==> config.mk <==
export PLATFORM = sky130hd
export DESIGN_NAME = like_sram_to_axi
export DESIGN_NICKNAME = d
export VERILOG_FILES = /design/src/rtl/like_sram_axi_pkg.sv /design/src/rtl/like_sram_wstrb.sv /design/src/rtl/like_sram_to_axi.sv
export SDC_FILE = /design/constraint.sdc
export NUM_CORES = 1
export LEC_CHECK = 0
export BUFFER_PORTS_ARGS = -buffer_cell sky130_fd_sc_hd__buf_2
export CORE_AREA = 4 4 155 157
export CTS_BUF_LIST = sky130_fd_sc_hd__clkbuf_16
export DETAILED_ROUTE_END_ITERATION = 16
export DIE_AREA = 0 0 159 161
export PLACE_DENSITY = 0.5
export SKIP_LAST_GASP = 1
export SYNTH_ARGS = -nofsm -noshare
export SYNTH_HDL_FRONTEND = slang
export SYNTH_SLANG_ARGS = --single-unit
==> constraint.sdc <==
create_clock -name clk -period 2.7 [get_ports clk]
set_input_delay 0.27 -clock clk [delete_from_list [all_inputs] [get_ports clk]]
set_output_delay 0.27 -clock clk [all_outputs]
set_load 0.02 [all_outputs]
==> src/rtl/like_sram_axi_pkg.sv <==
// Shared constants for the like-SRAM to AXI3 bridge: FSM encodings, AXI IDs and size codes.
package like_sram_axi_pkg;

    localparam logic [1:0] R_IDLE = 2'd0;
    localparam logic [1:0] R_AR   = 2'd1;
    localparam logic [1:0] R_R    = 2'd2;

    localparam logic [1:0] W_IDLE = 2'd0;
    localparam logic [1:0] W_REQ  = 2'd1;
    localparam logic [1:0] W_B    = 2'd2;

    localparam int ID_INST = 0;
    localparam int ID_DATA = 1;

    localparam logic [1:0] BURST_INCR = 2'b01;

    localparam logic [1:0] SIZE_BYTE = 2'd0;
    localparam logic [1:0] SIZE_HALF = 2'd1;
    localparam logic [1:0] SIZE_WORD = 2'd2;

endpackage

==> src/rtl/like_sram_wstrb.sv <==
// Byte-lane strobe generator: transfer size plus low address bits to a 4-bit AXI wstrb.
module like_sram_wstrb
    import like_sram_axi_pkg::*;
(
    input  logic [1:0] size,
    input  logic [1:0] addr,
    output logic [3:0] wstrb
);

    // size[1] covers word and the unused code 3, which falls back to all lanes
    for (genvar gi = 0; gi < 4; gi++) begin : g_lane
        assign wstrb[gi] = size[1]
                         | ((size == SIZE_HALF) && (addr[1] == (gi >= 2)))
                         | ((size == SIZE_BYTE) && (addr == 2'(gi)));
    end

endmodule

==> src/rtl/like_sram_to_axi.sv <==
// Bridges the CPU inst/data like-SRAM ports onto one AXI3 master with single-beat
// transfers, at most one read and one write outstanding.
module like_sram_to_axi #(
    parameter int AXI_ID_W = 4,
    parameter int ID_INST  = like_sram_axi_pkg::ID_INST,
    parameter int ID_DATA  = like_sram_axi_pkg::ID_DATA
) (
    input  logic                clk,
    input  logic                resetn,

    input  logic                inst_req,
    input  logic                inst_wr,
    input  logic [1:0]          inst_size,
    input  logic [31:0]         inst_addr,
    input  logic [31:0]         inst_wdata,
    output logic [31:0]         inst_rdata,
    output logic                inst_addr_ok,
    output logic                inst_data_ok,

    input  logic                data_req,
    input  logic                data_wr,
    input  logic [1:0]          data_size,
    input  logic [31:0]         data_addr,
    input  logic [31:0]         data_wdata,
    output logic [31:0]         data_rdata,
    output logic                data_addr_ok,
    output logic                data_data_ok,

    output logic [AXI_ID_W-1:0] arid,
    output logic [31:0]         araddr,
    output logic [3:0]          arlen,
    output logic [2:0]          arsize,
    output logic [1:0]          arburst,
    output logic [1:0]          arlock,
    output logic [3:0]          arcache,
    output logic [2:0]          arprot,
    output logic                arvalid,
    input  logic                arready,

    input  logic [AXI_ID_W-1:0] rid,
    input  logic [31:0]         rdata,
    input  logic [1:0]          rresp,
    input  logic                rlast,
    input  logic                rvalid,
    output logic                rready,

    output logic [AXI_ID_W-1:0] awid,
    output logic [31:0]         awaddr,
    output logic [3:0]          awlen,
    output logic [2:0]          awsize,
    output logic [1:0]          awburst,
    output logic [1:0]          awlock,
    output logic [3:0]          awcache,
    output logic [2:0]          awprot,
    output logic                awvalid,
    input  logic                awready,

    output logic [AXI_ID_W-1:0] wid,
    output logic [31:0]         wdata,
    output logic [3:0]          wstrb,
    output logic                wlast,
    output logic                wvalid,
    input  logic                wready,

    input  logic [AXI_ID_W-1:0] bid,
    input  logic [1:0]          bresp,
    input  logic                bvalid,
    output logic                bready
);

    import like_sram_axi_pkg::*;

    localparam logic [AXI_ID_W-1:0] ARID_INST = ID_INST[AXI_ID_W-1:0];
    localparam logic [AXI_ID_W-1:0] XID_DATA  = ID_DATA[AXI_ID_W-1:0];

    logic [1:0]          r_state_reg, r_state_next;
    logic [1:0]          w_state_reg, w_state_next;
    logic                data_busy_reg, data_busy_next;
    logic [31:0]         araddr_reg;
    logic [1:0]          arsize_reg;
    logic [AXI_ID_W-1:0] arid_reg;
    logic [31:0]         awaddr_reg;
    logic [1:0]          awsize_reg;
    logic [31:0]         wdata_reg;
    logic                aw_done_reg, w_done_reg;

    logic rd_data_acc, rd_inst_acc, wr_acc;
    logic r_fire, b_fire, aw_fire, w_fire, rd_is_data;

    // Data reads take priority over inst reads; busy holds off a second data transfer
    assign rd_data_acc = resetn && (r_state_reg == R_IDLE) && data_req && !data_wr && !data_busy_reg;
    assign rd_inst_acc = resetn && (r_state_reg == R_IDLE) && !rd_data_acc && inst_req;
    assign wr_acc      = resetn && (w_state_reg == W_IDLE) && data_req && data_wr && !data_busy_reg;

    assign rd_is_data = (arid_reg == XID_DATA);
    assign r_fire     = rready && rvalid;
    assign b_fire     = bready && bvalid;
    assign aw_fire    = awvalid && awready;
    assign w_fire     = wvalid && wready;

    assign inst_addr_ok = rd_inst_acc;
    assign data_addr_ok = rd_data_acc || wr_acc;
    assign inst_data_ok = r_fire && !rd_is_data;
    assign data_data_ok = (r_fire && rd_is_data) || b_fire;
    assign inst_rdata   = rdata;
    assign data_rdata   = rdata;

    assign arvalid = resetn && (r_state_reg == R_AR);
    assign rready  = resetn && (r_state_reg == R_R);
    assign arid    = arid_reg;
    assign araddr  = araddr_reg;
    assign arsize  = {1'b0, arsize_reg};
    assign arlen   = 4'd0;
    assign arburst = BURST_INCR;
    assign arlock  = 2'd0;
    assign arcache = 4'd0;
    assign arprot  = 3'd0;

    assign awvalid = resetn && (w_state_reg == W_REQ) && !aw_done_reg;
    assign wvalid  = resetn && (w_state_reg == W_REQ) && !w_done_reg;
    assign bready  = resetn && (w_state_reg == W_B);
    assign awid    = XID_DATA;
    assign awaddr  = awaddr_reg;
    assign awsize  = {1'b0, awsize_reg};
    assign awlen   = 4'd0;
    assign awburst = BURST_INCR;
    assign awlock  = 2'd0;
    assign awcache = 4'd0;
    assign awprot  = 3'd0;
    assign wid     = XID_DATA;
    assign wdata   = wdata_reg;
    assign wlast   = 1'b1;

    like_sram_wstrb u_wstrb (
        .size  (awsize_reg),
        .addr  (awaddr_reg[1:0]),
        .wstrb (wstrb)
    );

    always_comb begin
        r_state_next = r_state_reg;
        case (r_state_reg)
            R_IDLE:  if (rd_data_acc || rd_inst_acc) r_state_next = R_AR;
            R_AR:    if (arready) r_state_next = R_R;
            R_R:     if (rvalid) r_state_next = R_IDLE;
            default: r_state_next = R_IDLE;
        endcase
    end

    always_comb begin
        w_state_next = w_state_reg;
        case (w_state_reg)
            W_IDLE:  if (wr_acc) w_state_next = W_REQ;
            W_REQ:   if ((aw_done_reg || aw_fire) && (w_done_reg || w_fire)) w_state_next = W_B;
            W_B:     if (bvalid) w_state_next = W_IDLE;
            default: w_state_next = W_IDLE;
        endcase
    end

    // Set and clear never coincide: a clear only happens while the data port is busy
    always_comb begin
        data_busy_next = data_busy_reg;
        if (rd_data_acc || wr_acc)
            data_busy_next = 1'b1;
        else if ((r_fire && rd_is_data) || b_fire)
            data_busy_next = 1'b0;
    end

    always_ff @(posedge clk) begin
        if (!resetn) begin
            r_state_reg   <= R_IDLE;
            w_state_reg   <= W_IDLE;
            data_busy_reg <= 1'b0;
            araddr_reg    <= '0;
            arsize_reg    <= '0;
            arid_reg      <= '0;
            awaddr_reg    <= '0;
            awsize_reg    <= '0;
            wdata_reg     <= '0;
            aw_done_reg   <= 1'b0;
            w_done_reg    <= 1'b0;
        end else begin
            r_state_reg   <= r_state_next;
            w_state_reg   <= w_state_next;
            data_busy_reg <= data_busy_next;
            if (rd_data_acc) begin
                araddr_reg <= data_addr;
                arsize_reg <= data_size;
                arid_reg   <= XID_DATA;
            end else if (rd_inst_acc) begin
                araddr_reg <= inst_addr;
                arsize_reg <= inst_size;
                arid_reg   <= ARID_INST;
            end
            if (wr_acc) begin
                awaddr_reg  <= data_addr;
                awsize_reg  <= data_size;
                wdata_reg   <= data_wdata;
                aw_done_reg <= 1'b0;
                w_done_reg  <= 1'b0;
            end else begin
                if (aw_fire) aw_done_reg <= 1'b1;
                if (w_fire)  w_done_reg  <= 1'b1;
            end
        end
    end

    // Response IDs/status are not needed with a single read and single write in flight
    logic unused_ok;
    assign unused_ok = ^{inst_wr, inst_wdata, rid, rresp, rlast, bid, bresp};

endmodule
# == After elaboration in Yosys (flattened, before gate mapping) ==
# Cells that the tools add are included.
# totals
elab_cells,98
out_inout_bits,222
regBits,108
inputBits,188
# classes
n_eq_ne,14
n_mux,16
n_reduce_logical,49
bitwise_logic,8
# ops
cell,n
two-way mux 32 bit,2
logical AND 1 bit,29
two-way mux 2 bit,8
case mux 2 bit (3 select lines),2
== test 2 x 1 -> 1 bit (second input constant),4
== test 2 bit (second input constant),4
logical NOT 2 bit,4
!= test 2 bit (second input constant),4
logical NOT 1 bit,6
bitwise OR 1 bit,6
AND reduction 3 bit,2
logical OR 1 bit,5
two-way mux 1 bit,4
!= test 2 x 1 -> 1 bit (second input constant),2
nonzero test 2 bit,2
inverter 1 bit,2
OR reduction 2 bit,1

# == Longest topological paths before layout ==
# Gate-level depths: netlist of run 1.
# depth
depth_word,11
ltp_mapped,6
depth_no_buf,3

# == Hierarchy ==
# From an unflattened synthesis of run 1, not the netlist that was laid out.
# unflattened
hier_cells,640
area_unflattened_um2,5569.1
# by_module_without_submodules
module,area_per_inst_um2,seq_area_each_um2,cells_each,instances
like_sram_to_axi,5517.8,2162.1,633,1
like_sram_wstrb,51.3,0.0,7,1

# == Worst setup path after synthesis of run 1 ==
# No wires, ideal clock.
# synth_timing
path_kind,register -> output
startpoint,reg w_state_reg[1]
endpoint,out data_addr_ok
required_time_ns,2.430
path_stages_with_launch,7
arrival_ns,1.373
n_path_buf,3
slack_ns,1.057
path_cell_list,dfxtp_1 nand2b_1 or3_1 buf_2 buf_6 buf_6 nand2_1
# synth_via
elab_chain_len,6
# synth_rtl
item,line,text
start: declaration,like_sram_to_axi.sv:77,"logic [1:0] w_state_reg, w_state_next;"
start signal: assignment,like_sram_to_axi.sv:184,w_state_reg <= w_state_next;
logical NOT 2 bit,like_sram_to_axi.sv:93,assign wr_acc = resetn && (w_state_reg == W_IDLE) && data_req && data_wr && !data_busy_reg;
logical AND 1 bit (4 in a row),like_sram_to_axi.sv:93,
logical OR 1 bit,like_sram_to_axi.sv:102,assign data_addr_ok = rd_data_acc || wr_acc;
end: declaration,like_sram_to_axi.sv:26,"output logic data_addr_ok,"
# Every way passes these cells.

# == Final worst setup path of run 1 ==
# layout_timing
startpoint,reg data_busy_reg
endpoint,out data_addr_ok
# layout_via
elab_chain_len,3
# layout_rtl
item,line,text
start: declaration,like_sram_to_axi.sv:78,"logic data_busy_reg, data_busy_next;"
start signal: assignment,like_sram_to_axi.sv:185,data_busy_reg <= data_busy_next;
logical NOT 1 bit (*),"like_sram_to_axi.sv:91, like_sram_to_axi.sv:93",
logical AND 1 bit (on tied branches),"like_sram_to_axi.sv:91, like_sram_to_axi.sv:93",
logical OR 1 bit (*),like_sram_to_axi.sv:102,
# Mark *: on every way between the ends. The rest lies on a longest branch, timed or not.

==> results of run 1 <==
metal layers:
| metal | vias to the layer above | global-route usage (%) | part of all wire, % |
|---|---|---|---|
| met5 | - | 0 | 0.085 |
| met4 | 2 | 4.54 | 2.1 |
| met3 | 22 | 5.05 | 10 |
| met2 | 197 | 18.4 | 45 |
| met1 | 1892 | 13.8 | 42 |
| li1 | 2021 | - | - |
path summary, 6_finish.rpt:
check / from / endpoint / slack, ps / cells after the start
setup / recovery: data_busy_reg / data_addr_ok / 610 / 5
hold / removal: data_wdata[25] / wdata[25] / 140 / 3
setup reg to reg: r_state_reg[1] / araddr[7] / 710 / 4
hold reg to reg: wdata[17] / wdata[17] / 460 / 2
cell type report:
type	instances	area (µm²)
multi-input cells	297	2020
repair buffers	233	1220
flip-flops and latches	108	2160
fillers	2483	16200
clock inverters	7	51.3
clock buffers	9	225
inverters	71	267
well taps	285	357
cell families after synthesis:
kind of cell	after synthesis	share of synthesized area (%)
buffers and inverters	212	23.7
flip-flops	108	41.2
AO/OA/AOI/OAI	56	9.31
multiplexers	66	12.6
AND/OR/NAND/NOR	131	13.1
other	2	0.143
layout by cell type, fill, tap and decap left out, drive strengths merged, types with 4 or more instances in the layout:
cell and count:
a21oi 5, inv 72, clkinv 4, dfxtp 108
buf 233, o21ai 6, nand2 72, nor3b 36
conb 44, nor2 8, a221o 34, clkbuf 9
mux2i 66
per-stage QoR:
| stage | cell area (µm²) | utilization (%) |
|---|---|---|
| after CTS | 6300 | 28.0 |
| final | 6300 | 28.0 |
| after detailed placement | 6030 | 26.8 |
| after global routing | 6300 | 28.0 |
| after floorplan | 5410 | - |
| after global placement | 6030 | 26.8 |
worst max-delay path, stage by stage (launching register included):
cell and delay (ps):
dfxtp_1 340, nor3b_2 350, buf_4 300, nand3_1 190
nand2_1 100, buf_2 180
report_power, final:
group	internal, mW	total [mW]	switching (mW)
combinational	0.285	0.769	0.485
sequential	1.72	1.79	0.0699
clock	0.631	1.27	0.636
total	2.63	3.82	1.19
==> flow_metrics.py, run 1 <==
metrics = {
    "power": {
        "p_leak_nw": 3.60,
        "irDropWorstVdd_uv": 216,
        "pwr_density_cell_mw_per_mm2": 606,
        "p_total_mw": 3.82,
    },
    "status": {
        "outcome": "complete, no violations",
    },
    "cts": {
        "cts.sinks": 108,
        "cts_root_buffer": "clkbuf_16",
        "insertion_delay_ps": 350,
        "post_cts_buffers": 0,
        "tritoncts": "yes",
        "holdBufCountCts": 0,
        "cts.repair.resized": 0,
        "clkTransAtPathRegs_ps": 80,
        "numCtsBuffers": 9,
        "clockBufferDepth": 2,
        "h-tree-depth": 3,
    },
    "sta": {
        "hold-worst-slack_ps": 140,
        "finalCritPeriodShare_pct": 77.3,
        "slew_viol_final": 0,
        "setup_ws_ps": 613,
        "grt_setup_unrepaired": "no",
        "finClkSkew_ps": 12.9,
        "max_slew_margin_pct": 38.3,
        "setup_viol": 0,
        "finalHoldViolCount": 0,
        "tightest_slew_ps": 922,
        "period_minus_slack_ps": 2090,
        "tns_ps": 0,
        "fmax_mhz": 479,
    },
    "synthesis": {
        "syn_inst": 575,
        "ys_top_cells_by_area": "dfxtp_1 41%, buf_4 16%, mux2i_1 13%",
        "ys_ff_latch": 108,
        "yosysMostFrequentCell": "buf_4",
        "ys.flop_type": "dfxtp_1",
        "synth_cell_types": 35,
        "seq_area_frac_synth_pct": 41.2,
        "synth_area_mm2": 0.00525,
        "avgSynthCellArea_um2": 9.13,
        "synth-edff-count": 0,
        "synthArstFlopShare_pct": 0,
        "yosysTopAreaCellShare_pct": 41.2,
        "synthTopCellsByCount": "109 x buf_4, 108 x dfxtp_1, 72 x nand2_1",
        "post-synth-top-area-cell": "dfxtp_1",
        "yosys_warnings": 0,
    },
    "global_routing": {
        "grt_pass1_wl_mm": 23.6,
        "grt_max_degree": 43,
        "track_usage_pct": 11.6,
        "grt_overflow": 0,
        "antenna_found_initial": 1,
        "grt_pass1_vias": 4123,
    },
    "placement": {
        "gp_routability_congestion": 0.747,
        "post-dp-hpwl_mm": 11.6,
        "dp_cells": 994,
        "port_buffers": 223,
        "post-place-ws_ps": 503,
    },
    "critical_path": {
        "cp-start-kind": "flip-flop",
        "worstPathMaxFanout": 16,
        "criticalPathCategory": "reg2out",
        "cp.arrival_ps": 1820,
        "worst_ep_required_time_ps": 2430,
        "cp-end-kind": "output pin",
    },
    "finish": {
        "diodes": 0,
        "area_growth_pct": 20.0,
        "final_nets": 908,
        "layoutNonFillerInstCount": 1010,
        "drive_above_1_share_pct": 35.0,
    },
    "die": {
        "die_w_um": 159,
        "num_rows": 55,
        "start_util_pct": 23.3,
        "die-height_um": 161,
        "core-area_mm2": 0.0225,
        "ioPinCount": 410,
        "dieArea_mm2": 0.0256,
    },
    "routing": {
        "firstDrtPassIters": 4,
        "drt_iter0_drc": 186,
        "viasPerCell": 4.09,
        "final_antenna_net_count": 0,
        "wl_per_cell_um": 15.1,
        "wl_mm": 15.2,
        "drc": 0,
        "routed-via-count": 4134,
    },
    "run": {
        "drv_cap": 0,
    },
    "min_path": {
        "hold_path_class": "in2reg",
    },
}
Note: power is estimated with default switching activity, not from simulation.
==> run 2, diff against run 1 <==
--- a/config.mk
+++ b/config.mk
@@ -5,12 +5,13 @@
 export SDC_FILE = /design/constraint.sdc
 export NUM_CORES = 1
 export LEC_CHECK = 0
+export ABC_AREA = 1
 export BUFFER_PORTS_ARGS = -buffer_cell sky130_fd_sc_hd__buf_2
-export CORE_AREA = 4 4 155 157
+export CORE_AREA = 4 4 156 158
 export CTS_BUF_LIST = sky130_fd_sc_hd__clkbuf_16
 export DETAILED_ROUTE_END_ITERATION = 16
-export DIE_AREA = 0 0 159 161
-export PLACE_DENSITY = 0.5
+export DIE_AREA = 0 0 160 162
+export PLACE_DENSITY = 0.51
 export SKIP_LAST_GASP = 1
 export SYNTH_ARGS = -nofsm -noshare
 export SYNTH_HDL_FRONTEND = slang
==> constraint.sdc (replaced) <==
create_clock -name clk -period 1.7 [get_ports clk]
set_input_delay 0.17 -clock clk [delete_from_list [all_inputs] [get_ports clk]]
set_output_delay 0.17 -clock clk [all_outputs]
set_load 0.02 [all_outputs]
==> flow_metrics.py, run 2 <==
metrics = {
    "sta": {
        "period_minus_slack_ps": 1580,
        "slew_viol_final": 0,
        "finalCritPeriodShare_pct": 93.0,
        "setup_viol": 0,
        "max_slew_margin_pct": 63.3,
        "finalHoldViolCount": 0,
        "tightest_slew_ps": 550,
        "finClkSkew_ps": 9.19,
        "fmax_mhz": 633,
    },
    "die": {
        "core-area_mm2": 0.0231,
        "num_rows": 56,
        "ioPinCount": 410,
        "dieArea_mm2": 0.0259,
        "start_util_pct": 22.9,
        "die_w_um": 160,
        "die-height_um": 162,
    },
    "synthesis": {
        "yosysTopAreaCellShare_pct": 40.9,
        "synth_top_family_by_area": "simple AND/OR/NAND/NOR gates",
        "synthArstFlopShare_pct": 0,
        "synth_cell_types": 20,
        "syn_inst": 734,
        "synth-xor-area-share_pct": 0,
        "synth_area_mm2": 0.00529,
        "avgSynthCellArea_um2": 7.21,
        "ys_ff_latch": 108,
        "seq_area_frac_synth_pct": 40.9,
        "yosys.area_share.simple_pct": 34.4,
        "yosys_warnings": 0,
        "post-synth-top-area-cell": "dfxtp_1",
        "ys_top_cells_by_area": "dfxtp_1 41%, nand3_1 19%, buf_4 16%",
        "synthTopCellsByCount": "202 x nand3_1, 181 x nand2_1, 114 x buf_4",
        "synth_compound_area_share_pct": 1.58,
        "yosysMostFrequentCell": "nand3_1",
        "synthMuxAreaShare_pct": 0,
        "synth-edff-count": 0,
        "ys.flop_type": "dfxtp_1",
        "synthAdderAreaFrac_pct": 0,
    },
    "power": {
        "p_leak_nw": 3.70,
        "irDropWorstVdd_uv": 405,
        "p_total_mw": 6.23,
        "pwr_density_cell_mw_per_mm2": 952,
    },
    "finish": {
        "drive_above_1_share_pct": 32.7,
        "final_cell_mix": "219 x buf_2, 201 x nand3_1, 177 x nand2_1",
        "diodes": 0,
        "fin_area_mm2": 0.00655,
        "layout_commonest_cell": "buf_2",
        "fillers": 2601,
        "final_nets": 1076,
        "layoutNonFillerInstCount": 1183,
        "area_growth_pct": 23.8,
    },
    "routing": {
        "final_antenna_net_count": 0,
        "wl_mm": 18.1,
        "drt_iter0_drc": 379,
        "drc": 0,
        "viasPerCell": 4.25,
        "wl_per_cell_um": 15.3,
        "routed-via-count": 5027,
        "firstDrtPassIters": 4,
    },
    "critical_path": {
        "slowest_delay_ps": 330,
        "worst_ep_required_time_ps": 1530,
        "cp-end-kind": "output pin",
        "cp_slowest_cell": "dfxtp_1",
        "cp-start-kind": "flip-flop",
        "worstPathMaxFanout": 3,
        "criticalPathCategory": "reg2out",
        "path_cells": "buf_4, inv_2, nand2_2, nor2_4, nand2_1, nor2_2, buf_6",
        "cp.arrival_ps": 1410,
    },
    "placement": {
        "place_area_mm2": 0.00608,
        "dp_cells": 1155,
        "post-dp-hpwl_mm": 12.4,
        "gp_routability_congestion": 0.761,
        "port_buffers": 223,
    },
    "cts": {
        "h-tree-depth": 3,
        "tritoncts": "yes",
        "insertion_delay_ps": 350,
        "clkTransAtPathRegs_ps": 80,
        "holdBufCountCts": 0,
        "cts_root_buffer": "clkbuf_16",
        "numCtsBuffers": 9,
        "cts.sinks": 108,
        "clockBufferDepth": 2,
    },
    "status": {
        "outcome": "complete, no violations",
    },
    "min_path": {
        "hold_path_class": "in2reg",
    },
    "global_routing": {
        "antenna_found_initial": 0,
        "grt_pass1_vias": 4721,
        "grt_max_degree": 48,
        "grt_overflow": 0,
        "track_usage_pct": 13.3,
        "grt_pass1_wl_mm": 27.1,
    },
    "run": {
        "drv_cap": 0,
    },
}
run 2: cell types whose count changed in the layout (fill, tap and decap cells not counted), sizes merged, moves of 6 or more:
cell	change
a221o	-34
nor2	+6
nand2	+110
nor3b	-36
buf	+20
mux2i	-66
inv	-19
nand3	+202
run 2: layout make-up:
type	instances	area (µm²)	area share [%]
flip-flops and latches	108	2160	33.0
multi-input cells	465	2120	32.4
repair buffers	254	1440	22.0
well taps	290	363	5.54
clock buffers	9	225	3.44
inverters	50	188	2.87
clock inverters	7	48.8	0.745
run 2: worst paths after layout:
check	start	endpoint	slack [ps]	cells past startpoint
min	data_wdata[24]	wdata[24]	30	3
max reg2reg	data_busy_reg	awaddr[12]	180	6
max	r_state_reg[0]	inst_data_ok	120	7
min reg2reg	awaddr[2]	awaddr[2]	460	2
run 2: repair_timing:
action	4_1_cts	5_1_grt
setup endpoints to repair	40	40
setup buffers	3	8
gates resized for setup	8	18
pin swaps	2	6
cloned	1	1
run 2: per-layer routing:
layer  track usage (%)  share of wire [%]  vias to the layer above
met1              15.6                 40                     2264
met5                 0                  0                        -
met4              5.71                3.4                        0
met2              22.0                 47                      207
met3              4.87                9.2                       50
li1                  -                  -                     2506
run 2: worst max-delay path, delay by kind of cell (launching register included):
| kind | cells | cell delay, ps |
|---|---|---|
| and+or+nand+nor | 4 | 400 |
| DFF | 1 | 330 |
| buffers and inverters | 3 | 330 |
run 2: stage by stage:
stage	worst slack, ps	hold slack, ps	setup TNS (ps)	utilization, %
after floorplan	356	287	0	-
after global placement	-111	340	-926	26.3
after detailed placement	-122	340	-1730	26.3
after CTS	-67.9	13.8	-67.9	27.7
after global routing	-3.98	10.4	-3.98	28.3
final	120	32.3	0	28.3
run 2: cells by family (layout without fill, tap and decap cells):
kind of cell,after synthesis,after routing
flops,108,108
other cells,2,44
compound gates,16,16
buf+inv,204,320
simple gates,404,405
run 2: power breakdown:
part	internal [mW]	switching [mW]
clock	1.00	1.03
sequential	2.71	0.0949
combinational	0.476	0.927
total	4.19	2.05
==> run 3, diff against run 2 <==
--- a/config.mk
+++ b/config.mk
@@ -11,7 +11,7 @@
 export CTS_BUF_LIST = sky130_fd_sc_hd__clkbuf_16
 export DETAILED_ROUTE_END_ITERATION = 16
 export DIE_AREA = 0 0 160 162
-export PLACE_DENSITY = 0.51
+export PLACE_DENSITY = 0.58
 export SKIP_LAST_GASP = 1
 export SYNTH_ARGS = -nofsm -noshare
 export SYNTH_HDL_FRONTEND = slang
==> flow_metrics.py, run 3 (synthesis results as in run 2) <==
metrics = {
    "status": {
        "outcome": "complete, no violations",
    },
    "sta": {
        "finalHoldViolCount": 0,
        "hold-worst-slack_ps": 40.0,
        "slew_viol_final": 0,
        "max_slew_margin_pct": 66.2,
        "tns_ps": 0,
        "period_minus_slack_ps": 1580,
        "finClkSkew_ps": 9.62,
        "tightest_slew_ps": 507,
        "grt_setup_unrepaired": "no",
        "fmax_mhz": 635,
        "finalCritPeriodShare_pct": 92.7,
        "setup_viol": 0,
    },
    "die": {
        "die-height_um": 162,
        "core-area_mm2": 0.0231,
        "num_rows": 56,
        "ioPinCount": 410,
        "dieArea_mm2": 0.0259,
        "start_util_pct": 22.9,
        "die_w_um": 160,
    },
    "routing": {
        "drc": 0,
        "drt_iter0_drc": 261,
        "final_antenna_net_count": 0,
        "viasPerCell": 4.27,
        "wl_mm": 17.8,
        "firstDrtPassIters": 4,
        "wl_per_cell_um": 15.2,
        "routed-via-count": 4986,
    },
    "cts": {
        "numCtsBuffers": 9,
        "cts_root_buffer": "clkbuf_16",
        "cts.sinks": 108,
        "tritoncts": "yes",
        "insertion_delay_ps": 350,
        "clkTransAtPathRegs_ps": 80,
        "clockBufferDepth": 2,
        "h-tree-depth": 3,
    },
    "critical_path": {
        "crit_path_end": "inst_addr_ok",
        "worstPathMaxFanout": 3,
        "crit_start": "data_busy_reg",
        "cp-end-kind": "output pin",
        "r2r_setup_slack_ps": 230,
        "r2r-start": "data_busy_reg",
        "cp_slowest_cell": "dfxtp_1",
        "criticalPathCategory": "reg2out",
        "cp-start-kind": "flip-flop",
        "r2r-end": "araddr[18]",
        "slowest_delay_ps": 340,
        "worst_ep_required_time_ps": 1530,
        "cp.arrival_ps": 1410,
        "rr_worst_depth": 10,
        "path_cells": "inv_1, nand2_1, nor2_1, nor2_4, buf_12, buf_2",
    },
    "global_routing": {
        "grt_pass1_vias": 4686,
        "track_usage_pct": 13.1,
        "grt_overflow": 0,
        "antenna_found_initial": 3,
        "grt_max_degree": 44,
        "grt_pass1_wl_mm": 26.7,
    },
    "finish": {
        "diodes": 0,
        "final_cell_mix": "222 x buf_2, 202 x nand3_1, 180 x nand2_1",
        "drive_above_1_share_pct": 30.3,
        "layout_commonest_cell": "buf_2",
        "area_growth_pct": 21.3,
        "fillers": 2596,
        "fin_area_mm2": 0.00642,
        "final_core_util_pct": 27.7,
        "final_nets": 1062,
    },
    "placement": {
        "gp_routability_congestion": 0.740,
        "post-dp-hpwl_mm": 12.4,
        "port_buffers": 223,
        "place_area_mm2": 0.00605,
    },
    "power": {
        "p_leak_nw": 3.65,
        "pwr_density_cell_mw_per_mm2": 997,
        "irDropWorstVdd_uv": 437,
    },
    "run": {
        "drv_cap": 0,
    },
    "min_path": {
        "hold_path_class": "in2reg",
        "worstHoldPathCells": 3,
    },
}
-- run 3: power breakdown --
part	switching [mW]	internal, mW	leakage, nW
sequential	0.0976	2.71	0.882
clock	0.986	1.28	0.155
combinational	0.905	0.428	2.61
-- run 3: layout make-up --
type | count | area [µm²] | share of cell area, %
sequential | 108 | 2160 | 33.7
multi-input combinational | 464 | 2090 | 32.5
timing repair buffer | 241 | 1310 | 20.4
tap | 290 | 363 | 5.66
clock buffer | 9 | 225 | 3.51
inverter | 50 | 188 | 2.93
clock inverter | 7 | 83.8 | 1.31
-- run 3: how the worst min path moves through the flow --
| stage | start | to | slack (ps) |
|---|---|---|---|
| after floorplan | rvalid | r_state_reg[1] | 290 |
| after global placement | rdata[17] | data_rdata[17] | 340 |
| after detailed placement | rdata[17] | data_rdata[17] | 340 |
| after CTS | data_wdata[21] | wdata[21] | 20 |
| after global routing | data_wdata[5] | wdata[5] | 40 |
| final | data_wdata[21] | wdata[21] | 40 |
-- run 3: critical path: cells and delay by family (launching register included) --
family                 cells  cell delay (ps)
buffers and inverters      3              350
DFF                        1              340
and+or+nand+nor            3              370
-- run 3: metrics by stage --
| stage | instances | setup slack [ps] | power (mW) |
|---|---|---|---|
| 3_3_place_gp | 1151 | 306 | 4.17 |
| 5_1_grt | 1169 | 14.3 | 6.73 |
| 4_1_cts | 1169 | 2.75 | 6.52 |
| 3_5_place_dp | 1151 | 306 | 4.18 |
| 6_report | 1169 | 124 | 6.40 |
| 2_1_floorplan | 776 | 356 | 3.95 |
-- run 3: repair_timing --
item	4_1_cts	5_1_grt
endpoints found under the setup margin	1	6
setup buffers	1	0
gates resized for setup	0	5
hold buffers	0	0
endpoints found under the hold margin	0	0
gates cloned	1	0
pin swaps	0	1
-- run 3: per-layer routing --
metal / track usage (%) / wire, µm / vias to the layer above / share of wire [%]
met2: 22.1 / 8480 / 199 / 48
met3: 4.80 / 1720 / 50 / 9.7
li1: - / - / 2478 / -
met4: 4.89 / 508 / 6 / 2.9
met1: 15.3 / 7020 / 2253 / 40
met5: 0 / 28 / - / 0.16
